--- src/rtl/reset_seq_pkg.sv ---
// Shared definitions for the reset sequencer: FSM state encoding and the
// mask scan helper used to pick the next channel to release.
package reset_seq_pkg;

  // Sequencer FSM states.
  typedef enum logic [1:0] {
    SYNC = 2'd0,
    HOLD = 2'd1,
    REL  = 2'd2,
    RUN  = 2'd3
  } state_t;

  // Result of a mask scan: index of the found bit plus a valid flag.
  typedef struct packed {
    logic       valid;
    logic [3:0] idx;
  } nsb_t;

  // Lowest set bit of mask at position >= from (up to 16 channels).
  function automatic nsb_t next_set_bit(input logic [15:0] mask, input logic [4:0] from);
    nsb_t res;
    res.valid = 1'b0;
    res.idx   = 4'd0;
    for (int i = 15; i >= 0; i--) begin
      if (mask[i] && (5'(i) >= from)) begin
        res.valid = 1'b1;
        res.idx   = 4'(i);
      end else begin
        res = res;
      end
    end
    return res;
  endfunction

endpackage

--- src/rtl/reset_seq_sync.sv ---
// Deassertion synchroniser: STAGES-deep flop chain, cleared asynchronously
// by aresetn and released synchronously to clk.
module reset_seq_sync #(
  parameter int STAGES = 4
) (
  input  logic clk,
  input  logic aresetn,
  output logic sync_rel
);

  logic [STAGES-1:0] chain_r;

  // Shift a constant one through the chain once reset is released.
  always_ff @(posedge clk or negedge aresetn) begin
    if (!aresetn) begin
      chain_r <= {STAGES{1'b0}};
    end else begin
      chain_r <= {chain_r[STAGES-2:0], 1'b1};
    end
  end

  assign sync_rel = chain_r[STAGES-1];

endmodule

--- src/rtl/reset_seq.sv ---
// Reset sequencer top. Synchronises board reset release, then releases NCH
// channels in ascending order after a hold time with a gap between channels.
// Software can re-run the sequence on a masked subset of channels.
// Optional feature macro: RESET_SEQ_SWCNT_EN (software sequence counter).
module reset_seq
  import reset_seq_pkg::*;
#(
  parameter int NCH      = 4,
  parameter int FANOUT   = 32,
  parameter int SRWIDTH  = 4,
  parameter int CNTWIDTH = 16
) (
  input  logic                  clk,
  input  logic                  aresetn,
  input  logic [CNTWIDTH-1:0]   hold_cycles,
  input  logic [CNTWIDTH-1:0]   gap_cycles,
  input  logic                  swreset_req,
  input  logic [NCH-1:0]        chmask,
  output logic [NCH*FANOUT-1:0] resetn,
  output logic                  busy,
  output logic                  req_drop,
  output logic [15:0]           swreset_cnt
);

  localparam logic [CNTWIDTH-1:0] CNT_ZERO = {CNTWIDTH{1'b0}};
  localparam logic [CNTWIDTH-1:0] CNT_ONE  = {{(CNTWIDTH-1){1'b0}}, 1'b1};
  localparam logic [CNTWIDTH-1:0] CNT_MAX  = {CNTWIDTH{1'b1}};

  logic                  sync_rel_s;
  state_t                state_r, state_s;
  logic [CNTWIDTH-1:0]   cnt_r, cnt_s;
  logic [CNTWIDTH-1:0]   hold_r, hold_s;
  logic [CNTWIDTH-1:0]   gap_r, gap_s;
  logic [CNTWIDTH-1:0]   hmax_s;
  logic [3:0]            k_r, k_s;
  logic [NCH-1:0]        mask_r, mask_s;
  logic [15:0]           mask16_s;
  logic [NCH-1:0]        ch_cur_s, ch_s;
  logic                  busy_r, busy_s;
  logic                  drop_r, drop_s;
  logic [NCH*FANOUT-1:0] resetn_r;
  nsb_t                  nb_s, first_s;

  reset_seq_sync #(.STAGES(SRWIDTH)) u_sync (
    .clk      (clk),
    .aresetn  (aresetn),
    .sync_rel (sync_rel_s)
  );

  // Current per-channel release state, taken from the first replica.
  always_comb begin
    ch_cur_s = {NCH{1'b0}};
    for (int k = 0; k < NCH; k++) begin
      ch_cur_s[k] = resetn_r[k*FANOUT];
    end
  end

  // Next-state and datapath decode for the sequencer FSM.
  always_comb begin
    state_s  = state_r;
    cnt_s    = cnt_r;
    hold_s   = hold_r;
    gap_s    = gap_r;
    k_s      = k_r;
    mask_s   = mask_r;
    ch_s     = ch_cur_s;
    busy_s   = busy_r;
    drop_s   = 1'b0;
    mask16_s = 16'h0000;
    mask16_s[NCH-1:0] = mask_r;
    hmax_s   = (hold_r == CNT_ZERO) ? CNT_ONE : hold_r;
    nb_s     = next_set_bit(mask16_s, 5'(k_r) + 5'd1);
    first_s  = next_set_bit(mask16_s, 5'd0);

    case (state_r)
      SYNC: begin
        drop_s = swreset_req;
        busy_s = 1'b1;
        if (sync_rel_s) begin
          hold_s  = hold_cycles;
          gap_s   = gap_cycles;
          mask_s  = {NCH{1'b1}};
          cnt_s   = CNT_ZERO;
          state_s = HOLD;
        end else begin
          state_s = SYNC;
        end
      end

      HOLD: begin
        drop_s = swreset_req;
        if (cnt_r == hmax_s - CNT_ONE) begin
          cnt_s   = CNT_ZERO;
          k_s     = first_s.idx;
          state_s = REL;
        end else begin
          cnt_s = (cnt_r == CNT_MAX) ? cnt_r : cnt_r + CNT_ONE;
        end
      end

      REL: begin
        drop_s = swreset_req;
        // Release happens in the first cycle of each channel slot.
        if (cnt_r == CNT_ZERO) begin
          for (int i = 0; i < NCH; i++) begin
            if (k_r == 4'(i)) begin
              ch_s[i] = 1'b1;
            end else begin
              ch_s[i] = ch_s[i];
            end
          end
          // Last channel: no trailing gap, busy drops with the release.
          if (!nb_s.valid) begin
            busy_s  = 1'b0;
            state_s = RUN;
          end else begin
            state_s = REL;
          end
        end else begin
          state_s = REL;
        end
        if (nb_s.valid) begin
          if (cnt_r == gap_r) begin
            cnt_s = CNT_ZERO;
            k_s   = nb_s.idx;
          end else begin
            cnt_s = (cnt_r == CNT_MAX) ? cnt_r : cnt_r + CNT_ONE;
          end
        end else begin
          cnt_s = CNT_ZERO;
        end
      end

      RUN: begin
        if (swreset_req && (chmask != {NCH{1'b0}})) begin
          mask_s  = chmask;
          hold_s  = hold_cycles;
          gap_s   = gap_cycles;
          ch_s    = ch_cur_s & ~chmask;
          busy_s  = 1'b1;
          cnt_s   = CNT_ZERO;
          state_s = HOLD;
        end else begin
          state_s = RUN;
        end
      end

      default: begin
        state_s = SYNC;
        busy_s  = 1'b1;
      end
    endcase
  end

  // Sequencer state and datapath registers.
  always_ff @(posedge clk or negedge aresetn) begin
    if (!aresetn) begin
      state_r <= SYNC;
      cnt_r   <= CNT_ZERO;
      hold_r  <= CNT_ZERO;
      gap_r   <= CNT_ZERO;
      k_r     <= 4'd0;
      mask_r  <= {NCH{1'b1}};
      busy_r  <= 1'b1;
      drop_r  <= 1'b0;
    end else begin
      state_r <= state_s;
      cnt_r   <= cnt_s;
      hold_r  <= hold_s;
      gap_r   <= gap_s;
      k_r     <= k_s;
      mask_r  <= mask_s;
      busy_r  <= busy_s;
      drop_r  <= drop_s;
    end
  end

  // Replicated per-channel reset outputs, each bit its own flop.
  always_ff @(posedge clk or negedge aresetn) begin
    if (!aresetn) begin
      resetn_r <= {(NCH*FANOUT){1'b0}};
    end else begin
      for (int k = 0; k < NCH; k++) begin
        resetn_r[k*FANOUT +: FANOUT] <= {FANOUT{ch_s[k]}};
      end
    end
  end

  assign resetn   = resetn_r;
  assign busy     = busy_r;
  assign req_drop = drop_r;

`ifdef RESET_SEQ_SWCNT_EN
  logic        sw_r;
  logic [15:0] swcnt_r;

  // Track whether the running sequence was software-initiated and count
  // completed software sequences, saturating at all ones.
  always_ff @(posedge clk or negedge aresetn) begin
    if (!aresetn) begin
      sw_r    <= 1'b0;
      swcnt_r <= 16'h0000;
    end else begin
      if ((state_r == RUN) && (state_s == HOLD)) begin
        sw_r <= 1'b1;
      end else if ((state_r == REL) && (state_s == RUN)) begin
        sw_r <= 1'b0;
        if (sw_r && (swcnt_r != 16'hFFFF)) begin
          swcnt_r <= swcnt_r + 16'h0001;
        end else begin
          swcnt_r <= swcnt_r;
        end
      end else begin
        sw_r <= sw_r;
      end
    end
  end

  assign swreset_cnt = swcnt_r;
`else
  assign swreset_cnt = 16'h0000;
`endif

endmodule

--- config.mk ---
export PLATFORM = sky130hd
export DESIGN_NAME = reset_seq
export DESIGN_NICKNAME = d
export VERILOG_FILES = /design/src/rtl/reset_seq_pkg.sv /design/src/rtl/reset_seq_sync.sv /design/src/rtl/reset_seq.sv
export SDC_FILE = /design/constraint.sdc
export NUM_CORES = 1
export LEC_CHECK = 0
export ABC_AREA = 1
export CORE_ASPECT_RATIO = 0.6
export CORE_MARGIN = 2
export CORE_UTILIZATION = 46
export DETAILED_ROUTE_END_ITERATION = 7
export GPL_TIMING_DRIVEN = 0
export HOLD_SLACK_MARGIN = 0.12
export PLACE_DENSITY = 0.89
export SYNTH_ARGS = -nofsm -noshare
export SYNTH_HDL_FRONTEND = slang
export SYNTH_SLANG_ARGS = --single-unit
export TNS_END_PERCENT = 30
--- constraint.sdc ---
create_clock -name clk -period 2.8 [get_ports clk]
set_input_delay 0.84 -clock clk [delete_from_list [all_inputs] [get_ports clk]]
set_output_delay 0.84 -clock clk [all_outputs]
set_load 0.02 [all_outputs]
; ---- Yosys cells after proc, flatten, opt, wreduce, memory -nomap -nowiden
; Cells that the tools add are included.
[classes]
addsub = 3
magnitude_cmp = 4
eq_ne = 16
n_mux = 47
bitwise_logic = 2
n_reduce_logical = 18
[op_table]
columns = op, n
row1 = two-way mux 16 bit, 11
row2 = one-hot mux 16 bit (2 select lines), 2
row3 = one-hot mux 16 bit (4 select lines), 1
row4 = two-way mux 4 bit, 10
row5 = equality test 16 bit, 2
row6 = logical NOT 16 bit, 2
row7 = one-hot mux 4 bit (2 select lines), 3
row8 = two-way mux 5 bit, 4
row9 = "adder 16 x 1 -> 16 bit, second input constant", 1
row10 = "equality test 16 bit, second input constant", 1
row11 = "subtractor 16 x 1 -> 16 bit, second input constant", 1
row12 = "inequality test 2 bit, second input constant", 6
row13 = "greater-or-equal comparator 1 x 5 -> 1 bit, first input constant", 2
row14 = "greater-or-equal comparator 2 x 5 -> 1 bit, first input constant", 2
row15 = two-way mux 1 bit, 10
row16 = "equality test 4 x 2 -> 1 bit, second input constant", 2
row17 = two-way mux 2 bit, 4
row18 = one-hot mux 2 bit (4 select lines), 1
row19 = AND reduction 4 bit, 2
row20 = "adder 4 x 1 -> 5 bit, second input constant", 1
row21 = logical AND 1 bit, 5
row22 = bitwise AND 4 bit, 1
row23 = "equality test 2 bit, second input constant", 2
row24 = "equality test 4 x 1 -> 1 bit, second input constant", 1
row25 = other kinds (12), 13
[totals]
regBits = 161
input_bits = 39
output_inout_bits = 146
wordCells = 100

; ---- Longest topological paths before layout
[logic_depth]
depth_word = 10
mapped_depth = 23
ltp_nobuf = 22

; ---- Cells and area by module
; From an unflattened synthesis, not the netlist that was laid out.
[hier_totals]
cells_unflattened = 730
hier_area_um2 = 5260.0
[by_module_without_submodules]
columns = mod, n_inst, cells_each, area_each_um2, seq_area_each_um2
row1 = reset_seq, 1, 725, 5156.2, 1557.7
row2 = reset_seq_sync, 1, 5, 103.8, 100.1

; ---- Least setup slack after synthesis
; Ideal clock, no wire load.
[synth_timing]
path_type = reg2reg
from = register hold_r[4]
to = register cnt_r[5]
setup_time_ps = 117
arrival_time_ps = 2268
required_time_ps = 2683
slack_ps = 415
stages_incl_launch_ff = 20
path_buffers = 1
synth_period_minus_slack_ps = 2385
cell_sequence = dfrtp_1 nor2_4 nand2_2 nor2_2 nand2_2 nand2_1 inv_1 ha_1 nand2_2 nor2_4 xor2_1 xor2_1 nand2_1 nor2_1 nand3_2 nand2_4 nand2_4 buf_6 nand2_1 nand2_1
[synth_via]
elab_chain_cells = 6
[synth_lines]
columns = element, line_no
row1 = from (decl), reset_seq.sv:32  ; logic [CNTWIDTH-1:0] hold_r, hold_s;
row2 = from (signal assigned), reset_seq.sv:169  ; hold_r <= hold_s;
row3 = logical NOT 16 bit, reset_seq.sv:71  ; hmax_s = (hold_r == CNT_ZERO) ? CNT_ONE : hold_r;
row4 = two-way mux 16 bit *, reset_seq.sv:71
row5 = subtractor 16 x 1 -> 16 bit *, reset_seq.sv:92  ; if (cnt_r == hmax_s - CNT_ONE) begin
row6 = equality test 16 bit *, reset_seq.sv:92
row7 = two-way mux 16 bit *, reset_seq.sv:92
row8 = one-hot mux 16 bit (4 select lines) *, reset_seq.sv:75  ; case (state_r)
row9 = to (signal assigned), reset_seq.sv:168  ; cnt_r <= cnt_s;
row10 = to (decl), reset_seq.sv:31  ; logic [CNTWIDTH-1:0] cnt_r, cnt_s;
; Mark *: on every way between the ends. The rest lies on a longest branch, timed or not.
; A chain may end at the register's enable or synchronous reset.

; ---- Worst setup path in the final report
[layout_timing]
from = register, netlist name resetn[96]
to = output port resetn[109]
[layout_lines]
columns = element, line_no
row1 = to (decl), reset_seq.sv:19  ; output logic [NCH*FANOUT-1:0] resetn,
; No word-level cell between the ends.

==> run summary <==
FMAX: 372 MHz
path depth of the worst reg2reg path: 23
Fillers: 820
CTS tree: yes
CTS Root Cell: clkbuf_16
slew at the pin with the worst max-slew slack: 0.815 ns
slowest CP cell: dfrtp_2
IO Count: 185
crit start category: flip-flop
Most used DFF post-synth: dfrtp_1
crit-path max cell delay: 0.69 ns
WL per Instance: 13.5 µm
first-pass GRT wire length: 22100 µm
status: completed
Max clock buf depth: 2
Register Area: 1670 µm²
fin. max-slew vios: 0
non-filler instance count after layout: 1066
share of cells above drive strength 1: 23.2%
Finish-stage setup viols: 0
asr flop ratio synth: 100%
drt total wl: 14400 µm
Setup Crit Path Kind: flip-flop to primary output
setup TNS: 0 ns
# rows: 29
Max rail drop VDD: 0.898 mV
Hold-fix buffers, CTS: 0
Syn Area/Cell: 7.20 µm²
area occupied by multi-input gates: 2230 µm²
RSZ-0062 raised after global routing: no
core box area: 10700 µm²
vias in the first global route: 4395
sequential area share after synthesis: 32.1%
post-synth cell types: 37
PD cells: 1280 nW/µm²
minimum hold slack: 0.354 ns
Inserted Diodes: 0
Crit. End Element: primary output
# nets final: 968
post-DR vias/cell: 4.79
drt first pass iters: 5
most common cell in the synthesized netlist: nand2_1
RD Place Congestion: 0.956
CP arrival: 1.85 ns
DRC Markers: 0
largest net degree at the start of global routing: 67
Hold Path Stages: 0
Final Hold Viols: 0
Final Critical Period: 2.69 ns
Clock Sinks: 66
die area: 12100 µm²
EDFF count, synth: 0
initial antenna violation count: 0
# port buffers: 168
Tot GR Track Use: 23.1%
top cells by area, synth: dfrtp_1, buf_4, nand2_1
Mapped Cells: 718
Synth Warn #: 0
worst-path maximum fanout: 34
height of the die: 86.1 µm
leakage power: 3.71 nW
Placed Cells: 1040
P&R area growth vs syn: 46.1%
cts bufs inserted: 9
number of max-cap violations: 0
Vias: 5110
final worst path period share: 96.1%
htree depth: 3
synthesized flop and latch total: 66
HPWL after detailed placement: 10700 µm
remaining antenna violation count after routing: 0
Synth top cells by count: nand2_1, buf_4, dfrtp_1
WP data required: 1.96 ns
Reg clk slew, reported paths: 0.06 ns
Overflow after GRT: 0
DRT iter0 DRCs: 576
crit path cell chain: buf_4 -> clkdlybuf4s50_1
Yosys top cell area share: 29.5%
biggest area consumer among synthesized cells: dfrtp_1
Initial Util: 48.1%
Clock Latency Late Sink: 0.34 ns
relative slew slack: 45.7%
Die W: 141 µm
Mapped Area: 5170 µm²
Fin Clk Skew: 0.00634 ns
Hold Path Class: flip-flop to flip-flop
[critical path: cells and delay by family, from the launching register on]
kind / cells / cell delay (ns)
DFF: 1 / 0.69
buffers and inverters: 2 / 0.81
[cell type report]
cell class | instances | share of cell area, %
buffer | 161 | 15.2
inverter | 61 | 3.03
multi-input combinational | 445 | 29.5
tap | 139 | 2.30
sequential | 66 | 22.1
clock inverter | 7 | 1.64
clock buffer | 9 | 2.98
timing repair buffer | 178 | 23.2
[logic make-up (layout without fill, tap and decap cells)]
logic type,after synthesis,count (layout),synth area share (%)
compound gates,56,56,6.07
xor+xnor,31,31,5.78
fa+ha+maj,7,7,1.69
buf+inv,222,416,26.6
flops,66,66,32.1
other cells,2,17,0.145
simple gates,334,334,27.6
[final timing paths]
path	start	endpoint	slack (ns)
max	resetn[96]	resetn[109]	0.11
min	u_sync.chain_r[1]	u_sync.chain_r[2]	0.35
max reg2reg	hold_r[4]	cnt_r[13]	0.15
min reg2reg	u_sync.chain_r[1]	u_sync.chain_r[2]	0.35
max in group asynchronous	aresetn	async pin	1.61
min in group asynchronous	aresetn	hold_r[5]	0.59
[per-layer routing]
metal	up-vias	track usage (%)	wire length (µm)
met2	300	34.8	6320
met5	-	0	0
met4	0	4.91	117
li1	2503	-	-
met3	17	7.09	1610
met1	2290	32.9	6350
[metrics by stage]
stage          setup WS (ns)  util (%)  cell area, µm²  total power, mW
2_1_floorplan          0.415         -            5230             5.75
3_3_place_gp           -1.18      65.9            7080             8.03
3_5_place_dp          -0.561      65.9            7080             8.17
4_1_cts              0.00162      69.3            7440             9.52
5_1_grt             0.000283      70.3            7550             10.3
6_report               0.108      70.3            7550             9.69
[report_power, final]
part | switching [mW] | internal (mW) | total [mW]
logic | 3.21 | 3.27 | 6.48
clock network | 0.441 | 0.876 | 1.32
registers | 0.550 | 1.34 | 1.89
total | 4.20 | 5.49 | 9.69
[flip-flops by register name, summed over array words and instances (netlist names), named ones only]
name            count
mask_r              4
busy                1
state_r             2
resetn              1
hold_r             16
k_r                 2
cnt_r              16
u_sync.chain_r      4
req_drop            1
gap_r              16
[layout by cell type, fill, tap and decap left out, drive strengths merged]
cell type	count
a211oi	3
clkdlybuf4s50	167
xor2	9
nand3	35
nand4	14
dfrtp	61
conb	17
nor2	63
dfstp	5
o21ai	32
nand3b	1
xnor3	2
or2	1
o2111ai	1
nor3	9
inv	62
clkinvlp	1
xnor2	20
a311oi	2
ha	7
o31ai	3
o22ai	1
buf	155
nor4	4
bufinv	3
clkinv	2
clkbuf	26
nand2	207
a21oi	12
a31oi	2
[timing repair]
| item | in CTS | in global routing |
|---|---|---|
| resized for setup | 11 | 13 |
| setup endpoints to repair | 174 | 54 |
| pin swaps | 1 | 2 |
| buffers inserted | 0 | 10 |
Note: power is estimated with default switching activity, not from simulation.
